`config.mk`:
```
export PLATFORM = sky130hd
export DESIGN_NAME = fp_add_post_normalizer
export DESIGN_NICKNAME = d
export VERILOG_FILES = /design/src/rtl/fp_add_post_normalizer.sv
export SDC_FILE = /design/constraint.sdc
export NUM_CORES = 1
export LEC_CHECK = 0
export BUFFER_PORTS_ARGS = -buffer_cell sky130_fd_sc_hd__buf_2
export CORE_MARGIN = 1
export CORE_UTILIZATION = 45
export DETAILED_ROUTE_END_ITERATION = 10
export PLACE_DENSITY = 0.73
export REMOVE_ABC_BUFFERS = 1
export SYNTH_ARGS = -nofsm -noshare
export SYNTH_HDL_FRONTEND = slang
export SYNTH_SLANG_ARGS = --single-unit
```
`constraint.sdc`:
```
create_clock -name clk -period 3.1 [get_ports clk]
set_clock_uncertainty 0.1 [all_clocks]
set_input_delay 0.62 -clock clk [delete_from_list [all_inputs] [get_ports clk]]
set_output_delay 0.62 -clock clk [all_outputs]
set_load 0.05 [all_outputs]
```
`src/rtl/fp_add_post_normalizer.sv`:
```
// Single-precision adder back end: adds or subtracts two pre-aligned mantissas, then
// normalizes one bit per cycle and packs an IEEE-754 result with truncation rounding.
module fp_add_post_normalizer (
    input  logic        clk,
    input  logic        rst_n,
    input  logic        in_valid,
    output logic        in_ready,
    input  logic        sign_a,
    input  logic        sign_b,
    input  logic [7:0]  exp_in,
    input  logic [23:0] mant_a,
    input  logic [23:0] mant_b,
    output logic        out_valid,
    input  logic        out_ready,
    output logic [31:0] result
);

    // state | meaning
    // IDLE  | waiting for an operand set, in_ready high
    // ADD   | magnitude add/subtract of captured mantissas
    // NORM  | carry shift, one-bit left shift per cycle, or pack
    // DONE  | result presented until out_ready
    typedef enum logic [1:0] {
        IDLE = 2'd0,
        ADD  = 2'd1,
        NORM = 2'd2,
        DONE = 2'd3
    } state_t;

    state_t      state;
    logic        sign_a_r;
    logic        sign_b_r;
    logic [7:0]  exp_r;
    logic [23:0] mant_a_r;
    logic [23:0] mant_b_r;
    logic [24:0] sum_r;
    logic        sign_r;
    logic [31:0] result_r;
    logic        out_valid_r;

    assign in_ready  = (state == IDLE);
    assign out_valid = out_valid_r;
    assign result    = result_r;

    always_ff @(posedge clk or negedge rst_n) begin
        if (!rst_n) begin
            state       <= IDLE;
            sign_a_r    <= 1'b0;
            sign_b_r    <= 1'b0;
            exp_r       <= 8'h00;
            mant_a_r    <= 24'h0;
            mant_b_r    <= 24'h0;
            sum_r       <= 25'h0;
            sign_r      <= 1'b0;
            result_r    <= 32'h0;
            out_valid_r <= 1'b0;
        end else begin
            case (state)
                IDLE: begin
                    if (in_valid) begin
                        sign_a_r <= sign_a;
                        sign_b_r <= sign_b;
                        exp_r    <= exp_in;
                        mant_a_r <= mant_a;
                        mant_b_r <= mant_b;
                        state    <= ADD;
                    end
                end

                ADD: begin
                    if (exp_r == 8'hFF) begin
                        // Infinity/NaN exponent: skip arithmetic, emit signed infinity.
                        result_r    <= {sign_a_r, 8'hFF, 23'h0};
                        out_valid_r <= 1'b1;
                        state       <= DONE;
                    end else begin
                        if (sign_a_r == sign_b_r) begin
                            sum_r  <= {1'b0, mant_a_r} + {1'b0, mant_b_r};
                            sign_r <= sign_a_r;
                        end else if (mant_a_r > mant_b_r) begin
                            sum_r  <= {1'b0, mant_a_r - mant_b_r};
                            sign_r <= sign_a_r;
                        end else if (mant_b_r > mant_a_r) begin
                            sum_r  <= {1'b0, mant_b_r - mant_a_r};
                            sign_r <= sign_b_r;
                        end else begin
                            sum_r  <= 25'h0;
                            sign_r <= 1'b0;
                        end
                        state <= NORM;
                    end
                end

                NORM: begin
                    if (sum_r == 25'h0) begin
                        result_r    <= 32'h0;
                        out_valid_r <= 1'b1;
                        state       <= DONE;
                    end else if (sum_r[24]) begin
                        // Carry out: drop the LSB and bump the exponent, saturating to infinity.
                        if (exp_r == 8'hFE) begin
                            result_r <= {sign_r, 8'hFF, 23'h0};
                        end else begin
                            result_r <= {sign_r, exp_r + 8'd1, sum_r[23:1]};
                        end
                        exp_r       <= exp_r + 8'd1;
                        out_valid_r <= 1'b1;
                        state       <= DONE;
                    end else if (!sum_r[23]) begin
                        if (exp_r > 8'd1) begin
                            sum_r <= {sum_r[23:0], 1'b0};
                            exp_r <= exp_r - 8'd1;
                        end else begin
                            result_r    <= {sign_r, 8'h00, sum_r[22:0]};
                            out_valid_r <= 1'b1;
                            state       <= DONE;
                        end
                    end else begin
                        result_r    <= {sign_r, exp_r, sum_r[22:0]};
                        out_valid_r <= 1'b1;
                        state       <= DONE;
                    end
                end

                DONE: begin
                    if (out_ready) begin
                        out_valid_r <= 1'b0;
                        state       <= IDLE;
                    end
                end

                default: begin
                    state       <= IDLE;
                    out_valid_r <= 1'b0;
                end
            endcase
        end
    end

endmodule
```
**Word level (Yosys, flattened, before mapping)**

Index checks and enable logic that the tools add are counted.

- Register bits after elaboration: 119
- Logic and storage cells: 92

- $add $sub $neg: 5
- Order comparisons: 3
- Equal/unequal tests: 17
- Multiplexer cells: 40
- Bitwise gates (word level): 1
- Reduce and logical (&&, ||, !) cells: 14

Operators with widths:

| operator | number |
|---|---|
| 2-to-1 mux 32 bit | 5 |
| 2-to-1 mux 25 bit | 4 |
| 2-to-1 mux 24 bit | 4 |
| case mux 32 bit (2 select lines) | 1 |
| case mux 25 bit (2 select lines) | 1 |
| greater-than comparator 24 bit | 2 |
| subtractor 24 bit | 2 |
| 2-to-1 mux 8 bit | 5 |
| 2-to-1 mux 31 bit | 1 |
| adder 24 x 24 -> 25 bit | 1 |
| logical NOT 25 bit | 1 |
| == test 8 bit, second input constant | 2 |
| != test 2 bit, second input constant | 8 |
| case mux 8 bit (2 select lines) | 1 |
| 2-to-1 mux 2 bit | 6 |
| 2-to-1 mux 1 bit | 10 |
| AND reduction 3 bit | 3 |
| adder 8 x 1 -> 8 bit, second input constant | 1 |
| greater-than comparator 8 x 1 -> 1 bit, second input constant | 1 |
| case mux 2 bit (4 select lines) | 1 |
| AND reduction 4 bit | 2 |
| subtractor 8 x 1 -> 8 bit, second input constant | 1 |
| != test 3 bit, second input constant | 2 |
| AND reduction 6 bit | 1 |
| 11 further kinds | 14 |

**Logic depth before layout (Yosys ltp)**

Gate-level depths: netlist of the first run.

- Depth after elaboration: 6
- Mapped depth: 15
- Gate-level depth less buffers: 13

**Worst setup path before layout of the first run**

OpenSTA, ideal clock, no wires.

- Kind: register -> register
- From: register mant_a_r[0]
- To: register sum_r[14]
- Setup time: 0.126 ns
- Arrival: 2.706 ns
- Required time: 2.874 ns
- Path slack: 0.168 ns
- Stages on the path, launching flop included: 14
- Path buffers: 1
- Path through: dfrtp_1 -> inv_1 -> ha_1 -> fa_1 -> nand3b_1 -> nand2_2 -> a2111oi_2 -> o21a_2 -> nor2b_4 -> and2_1 -> buf_6 -> a2111oi_2 -> a31oi_1 -> a221o_1

- Cells in the longest elaborated chain, start to end: 6

RTL lines:

| what | line | source |
|---|---|---|
| from (decl) | 34 | `logic [23:0] mant_a_r;` |
| from (signal assigned) | 64 | `mant_a_r <= mant_a;` |
| subtractor 24 bit or greater-than comparator 24 bit (tied branches) | 84, 83 |  |
| 2-to-1 mux 24 bit | 83 | `end else if (mant_b_r > mant_a_r) begin` |
| 2-to-1 mux 24 bit | 80 | `end else if (mant_a_r > mant_b_r) begin` |
| 2-to-1 mux 25 bit * | 77 | `if (sign_a_r == sign_b_r) begin` |
| 2-to-1 mux 25 bit * | 71 | `if (exp_r == 8'hFF) begin` |
| case mux 25 bit (2 select lines) * | 58 | `case (state)` |
| to (signal assigned) | 78 | `sum_r <= {1'b0, mant_a_r} + {1'b0, mant_b_r};` |
| to (signal assigned) | 81 | `sum_r <= {1'b0, mant_a_r - mant_b_r};` |
| to (signal assigned) | 84 | `sum_r <= {1'b0, mant_b_r - mant_a_r};` |
| to (decl) | 36 | `logic [24:0] sum_r;` |

Every way passes the cells marked *; elsewhere a longest branch is shown, timed or not. The select of a mux whose other input is x is not followed.
A chain may end at the register's enable or synchronous reset.

**Worst setup path in the final report of the first run**

- From: register mant_b_r[0]
- To: register sum_r[14]

- Cells in the longest elaborated chain, start to end: 6

RTL lines:

| what | line | source |
|---|---|---|
| from (decl) | 35 | `logic [23:0] mant_b_r;` |
| from (signal assigned) | 65 | `mant_b_r <= mant_b;` |
| subtractor 24 bit or greater-than comparator 24 bit (tied branches) | 84, 83 |  |
| 2-to-1 mux 24 bit | 83 |  |
| 2-to-1 mux 24 bit | 80 |  |
| 2-to-1 mux 25 bit * | 77 |  |
| 2-to-1 mux 25 bit * | 71 |  |
| case mux 25 bit (2 select lines) * | 58 |  |

Marks and branches as above.

==> impl_metrics.csv, run 1 <==
group,metric,value,unit
run_status,status,"complete, but fails checks",
run_status,violations,"negative setup slack",
logic_synthesis,synth_area,10100,um2
logic_synthesis,ys_types,82,
clock_network,cts_tree,"yes",
layout,mostFrequentLayoutCells,"165 x buf_4, 117 x dfrtp_1, 101 x a21oi_1",
drt,routed_wl,30.0,mm
run,drv_cap,0,
global_routing,track_usage,26.5,%
clock_network,clockRootBuffer,"clkbuf_16",
placement,gp_congestion,0.956,
layout,syn2layout_area_growth,28.1,%
clock_network,htree_levels,4,
die,core_area,21900,um2
timing,hold_viol_final,0,
layout,layout_commonest_cell,"buf_4",
placement,place_area,11800,um2
clock_network,clk_latency,0.44,ns
clock_network,clk_pin_slew,0.06,ns
drt,post_drt_wl_per_cell,17.8,um
die,initial_core_util,46.0,%
logic_synthesis,ys_ff_latch,119,
worst_setup_path,crit_arrival,3.36,ns
logic_synthesis,synth-main-ff-cell,"dfrtp_1",
layout,stdcell_area,12900,um2
die,ios,96,
worst_setup_path,reg2reg_depth,13,
die,row_count,54,
logic_synthesis,synth_seq_area_share,29.6,%
timing,rsz0062_at_grt,"yes",
worst_setup_path,critPathRequiredTime,3.30,ns
global_routing,grt_pass1_vias,9338,
layout,final_cell_count_no_fill,1690,
drt,drtAntennaViolNets,0,
layout,drive_gt1_share,32.3,%
logic_synthesis,synthArstFlopShare,100,%
timing,finalCriticalPeriod,3.16,ns
min_path,hp-class,"in2async",
worst_setup_path,critPathMaxFanout,4,
timing,drv_slew,0,
clock_network,clockBufferDepth,2,
worst_setup_path,start_kind,"flop",
timing,setup_viol,1,
placement,post-dp-hpwl,22.6,mm
clock_network,hold_buffers,0,
drt,drt_iter0_markers,851,
die,chipWidth,152,um
timing,fin_crit_sh,102,%
placement,post-place-ws,-0.122,ns
drt,via_per_inst,5.88,
logic_synthesis,yosys_warnings,0,
global_routing,grt_pass1_wl,48.0,mm
logic_synthesis,syn_area_per_cell,8.48,um2
timing,worstMarginPinSlew,0.917,ns
global_routing,grt_max_degree,51,
placement,numPortBuffers,95,
worst_setup_path,crit_type,"reg2reg",
layout,diodes,0,
placement,place_inst,1640,
timing,timing.final.ws_setup,-0.0599,ns
die,die-area,23000,um2
worst_setup_path,setup.worst_path.end_class,"flop",
drt,vias,9940,
timing,slew_headroom,38.6,%
clock_network,cts_buffers,17,
logic_synthesis,syn-instance-count,1187,
clock_network,cts.sinks,119,
global_routing,grt_antenna_before_repair,0,
drt,drc,0,
die,die_y,152,um
layout,nets,1542,
timing,clock.fmax,0.316,GHz
logic_synthesis,synth-edff-count,0,
drt,drt-pass1-iter-count,7,
global_routing,grt_remaining_overflow,0,
-- layer usage --
layer  share of wire, %  vias up  wire length (um)  GRT usage (%)
met5                  0        -                 0              0
met1                 46     4773             13900           37.4
met3                6.7       42              2010           4.73
li1                   -     4756                 -              -
met4                1.6        0               483           7.18
met2                 45      369             13700           41.3
-- final cells by class --
| class | count | area (um2) |
|---|---|---|
| fill | 1963 | 9000 |
| multi-input combinational | 908 | 6830 |
| sequential | 119 | 2980 |
| clock buffer | 18 | 439 |
| clock inverter | 14 | 126 |
| timing repair buffer | 271 | 1860 |
| tap | 280 | 350 |
| inverter | 80 | 304 |
-- worst paths after layout --
| kind | startpoint | endpoint | slack [ns] |
|---|---|---|---|
| min | rst_n | result[5] | 0.10 |
| max in group asynchronous | rst_n | result[24] | 2.15 |
| min in group clk | mant_b[14] | mant_b_r[14] | 0.31 |
| min reg2reg | result[1] | result[1] | 0.38 |
| max reg2reg | mant_b_r[0] | sum_r[14] | -0.06 |
| max | mant_b_r[0] | sum_r[14] | -0.06 |
-- cell usage after synthesis, drive strengths merged, types with 6 or more instances --
cell       n  share of area (%)
o22a       7               0.61
buf       36                2.2
ha        80                9.9
or2        6               0.37
nor2      86                3.3
a31oi     12               0.75
nor4       8               0.56
nand2    100                3.8
and2       7               0.44
a21o      10               0.75
a21oi    114                5.7
nor2b     11               0.78
o21a      10               0.76
o211ai    11               0.82
a221o      6               0.60
inv       80                3.0
or3        8               0.50
nand4     15               0.99
mux2i      7               0.70
o2111ai    7               0.61
nand2b    10               0.62
a221oi    16                1.5
a211o      6               0.52
mux2      52                5.8
o311ai     6               0.52
xor2       6               0.52
o22ai     27                1.7
o31ai     33                2.6
dfrtp    119                 30
o21ai     68                3.4
a211oi     9               0.82
nor3      23                1.1
xnor2     22                1.9
nand3     27                1.3
and3      27                1.7
o21bai     8               0.60
clkbuf    44                1.6
o41ai      7                1.6
-- timing repair --
action / CTS / global route
cloned: 0 / 1
resized for setup: 10 / 86
endpoints found under the setup margin: 9 / 29
buffers inserted: 2 / 15
pin swaps: 3 / 32
-- cell families after synthesis --
kind of cell    share of synthesized area (%)
compound gates                           27.3
fa+ha+maj                                10.5
simple gates                             16.8
buf+inv                                  6.78
xor+xnor                                 2.44
flops                                    29.6
mux                                      6.51
-- state kept, by name, summed over array words and instances, names as in the netlist --
| signal | cells |
|---|---|
| result | 32 |
| sum_r | 25 |
| mant_a_r | 24 |
| mant_b_r | 24 |
| exp_r | 8 |
| state | 2 |
| out_valid | 1 |
| sign_a_r | 1 |
| sign_b_r | 1 |
| sign_r | 1 |
-- critical path, stage by stage, from the launching register on --
cell and delay (ns):
dfrtp_1 0.43, buf_6 0.14, ha_4 0.16, fa_2 0.39, nand3b_1 0.22, nand2_2 0.14, a2111oi_2 0.08, o21a_2 0.23
nor2b_4 0.14, and2_4 0.17, buf_6 0.12, a2111oi_4 0.34, a31oi_1 0.07, a221o_1 0.31
-- per-stage QoR --
stage          TNS, ns  hold WS (ns)  utilization [%]
4_1_cts              0         0.141             56.5
6_report       -0.0599         0.103             58.9
5_1_grt          -1.15         0.166             58.9
3_5_place_dp    -0.319         0.363             53.7
3_3_place_gp   -0.0846         0.357             53.7
2_1_floorplan    -9.39         0.224                -
Power of run 1 is left out: the tool's default activity adds up to more than one toggle a clock period on the data nets, which glitch-free logic cannot reach.
==> run 2: changes to the inputs <==
--- a/config.mk
+++ b/config.mk
@@ -9,7 +9,9 @@
 export CORE_MARGIN = 1
 export CORE_UTILIZATION = 45
 export DETAILED_ROUTE_END_ITERATION = 10
+export GPL_ROUTABILITY_DRIVEN = 0
 export PLACE_DENSITY = 0.73
+export RECOVER_POWER = 25
 export REMOVE_ABC_BUFFERS = 1
 export SYNTH_ARGS = -nofsm -noshare
 export SYNTH_HDL_FRONTEND = slang
==> impl_metrics.csv, run 2 (synthesis results as in run 1) <==
group,metric,value,unit
run_status,status,"complete, but fails checks",
run_status,violations,"negative setup slack",
timing,fin_crit_sh,100,%
die,die_y,152,um
timing,timing.final.ws_setup,-0.00456,ns
layout,mostFrequentLayoutCells,"147 x buf_4, 118 x dfrtp_1, 106 x a21oi_1",
layout,stdcell_area,12800,um2
timing,slew_headroom,22.9,%
drt,drtAntennaViolNets,0,
timing,clock.fmax,0.322,GHz
layout,largest_reg_flops,32,
worst_setup_path,crit_type,"reg2reg",
clock_network,clockRootBuffer,"clkbuf_16",
global_routing,grt_pass1_vias,9511,
layout,drive_gt1_share,30.9,%
global_routing,grt_pass1_wl,47.2,mm
placement,post-dp-hpwl,21.8,mm
die,ios,96,
worst_setup_path,crit_arrival,3.32,ns
global_routing,gr-usage-met3,4.91,%
timing,finalCriticalPeriod,3.10,ns
clock_network,clk_pin_slew,0.06,ns
worst_setup_path,critPathMaxFanout,4,
die,die-area,23000,um2
drt,via_per_inst,6.02,
drt,drt-pass1-iter-count,6,
clock_network,cts_tree,"yes",
global_routing,track_usage,25.9,%
min_path,hp-class,"in2async",
timing,hold_viol_final,0,
drt,vias,10100,
run,drv_cap,0,
clock_network,cts_buffers,17,
worst_setup_path,start_kind,"flop",
worst_setup_path,setup.worst_path.end_class,"flop",
timing,drv_slew,0,
global_routing,grt_util_met2,41.2,%
global_routing,grt_remaining_overflow,0,
timing,worstMarginPinSlew,1.16,ns
die,core_area,21900,um2
placement,place_area,11700,um2
layout,layout_commonest_cell,"buf_4",
global_routing,grt_max_degree,51,
layout,nets,1523,
clock_network,cts.sinks,119,
layout,fill_cells,1924,
die,initial_core_util,46.0,%
clock_network,clk_latency,0.43,ns
die,chipWidth,152,um
layout,syn2layout_area_growth,26.8,%
drt,post_drt_wl_per_cell,17.9,um
clock_network,htree_levels,4,
drt,drc,0,
global_routing,busiest_layer,"met2",
placement,numPortBuffers,95,
layout,diodes,0,
worst_setup_path,critPathRequiredTime,3.32,ns
global_routing,grt_antenna_before_repair,1,
global_routing,grt_use_met1,35.2,%
die,row_count,54,
clock_network,clockBufferDepth,2,
timing,setup_viol,1,
timing,rsz0062_at_grt,"yes",
drt,drt_iter0_markers,935,
drt,routed_wl,29.8,mm
-- run 2: per-layer routing --
layer / wire, um / up-vias
met1: 12800 / 4753
met2: 13700 / 505
met4: 778 / 0
met5: 0 / -
met3: 2590 / 74
li1: - / 4723
-- run 2: cell type report --
type | instances | area, um2 | area share (%)
clock buffers | 20 | 447 | 3.50
clock inverters | 11 | 149 | 1.17
inverters | 80 | 300 | 2.35
multi-input cells | 908 | 6810 | 53.4
flip-flops and latches | 119 | 2980 | 23.3
well taps | 280 | 350 | 2.74
repair buffers | 252 | 1720 | 13.5
-- run 2: final timing paths --
kind                             start  slack [ns]      endpoint  depth (start not counted)
max                        mant_a_r[0]      -0.005     sum_r[14]                         13
min                              rst_n        0.32     result[1]                          1
max reg2reg                mant_a_r[0]      -0.005     sum_r[14]                         13
min reg2reg                  result[7]        0.37     result[7]                          2
max in group asynchronous        rst_n        1.00   mant_b_r[1]                          2
min in group clk            mant_a[13]        0.32  mant_a_r[13]                          2
-- run 2: metrics by stage --
step	TNS, ns	setup slack, ns	cells	hold WS, ns	util [%]
floorplan	-9.39	-0.411	1107	0.224	-
global placement	-0.0697	-0.0697	1628	0.357	53.4
detailed placement	-0.117	-0.0801	1628	0.366	53.4
CTS	0	0.00624	1660	0.128	56.3
global route	-0.456	-0.117	1670	0.313	58.3
finish	-0.00456	-0.00456	1670	0.315	58.3
-- run 2: worst max-delay path, stage by stage (launching register included) --
cell and delay, ns:
dfrtp_1 0.40, buf_4 0.13, ha_2 0.18, inv_1 0.06, fa_2 0.35, nand3_2 0.09, nand2_2 0.07, buf_4 0.15
a21oi_1 0.32, nand2b_1 0.18, a21o_1 0.25, a2111oi_4 0.35, a31oi_1 0.07, a221o_1 0.30
-- run 2: what timing repair did --
item / 4_1_cts / 5_1_grt
pin swaps: 3 / 21
hold endpoints to repair: 0 / 0
endpoints found under the setup margin: 4 / 38
resized for setup: 6 / 77
hold buffers: 0 / 0
setup buffers: 1 / 10
Power of run 2 is left out for the same reason.
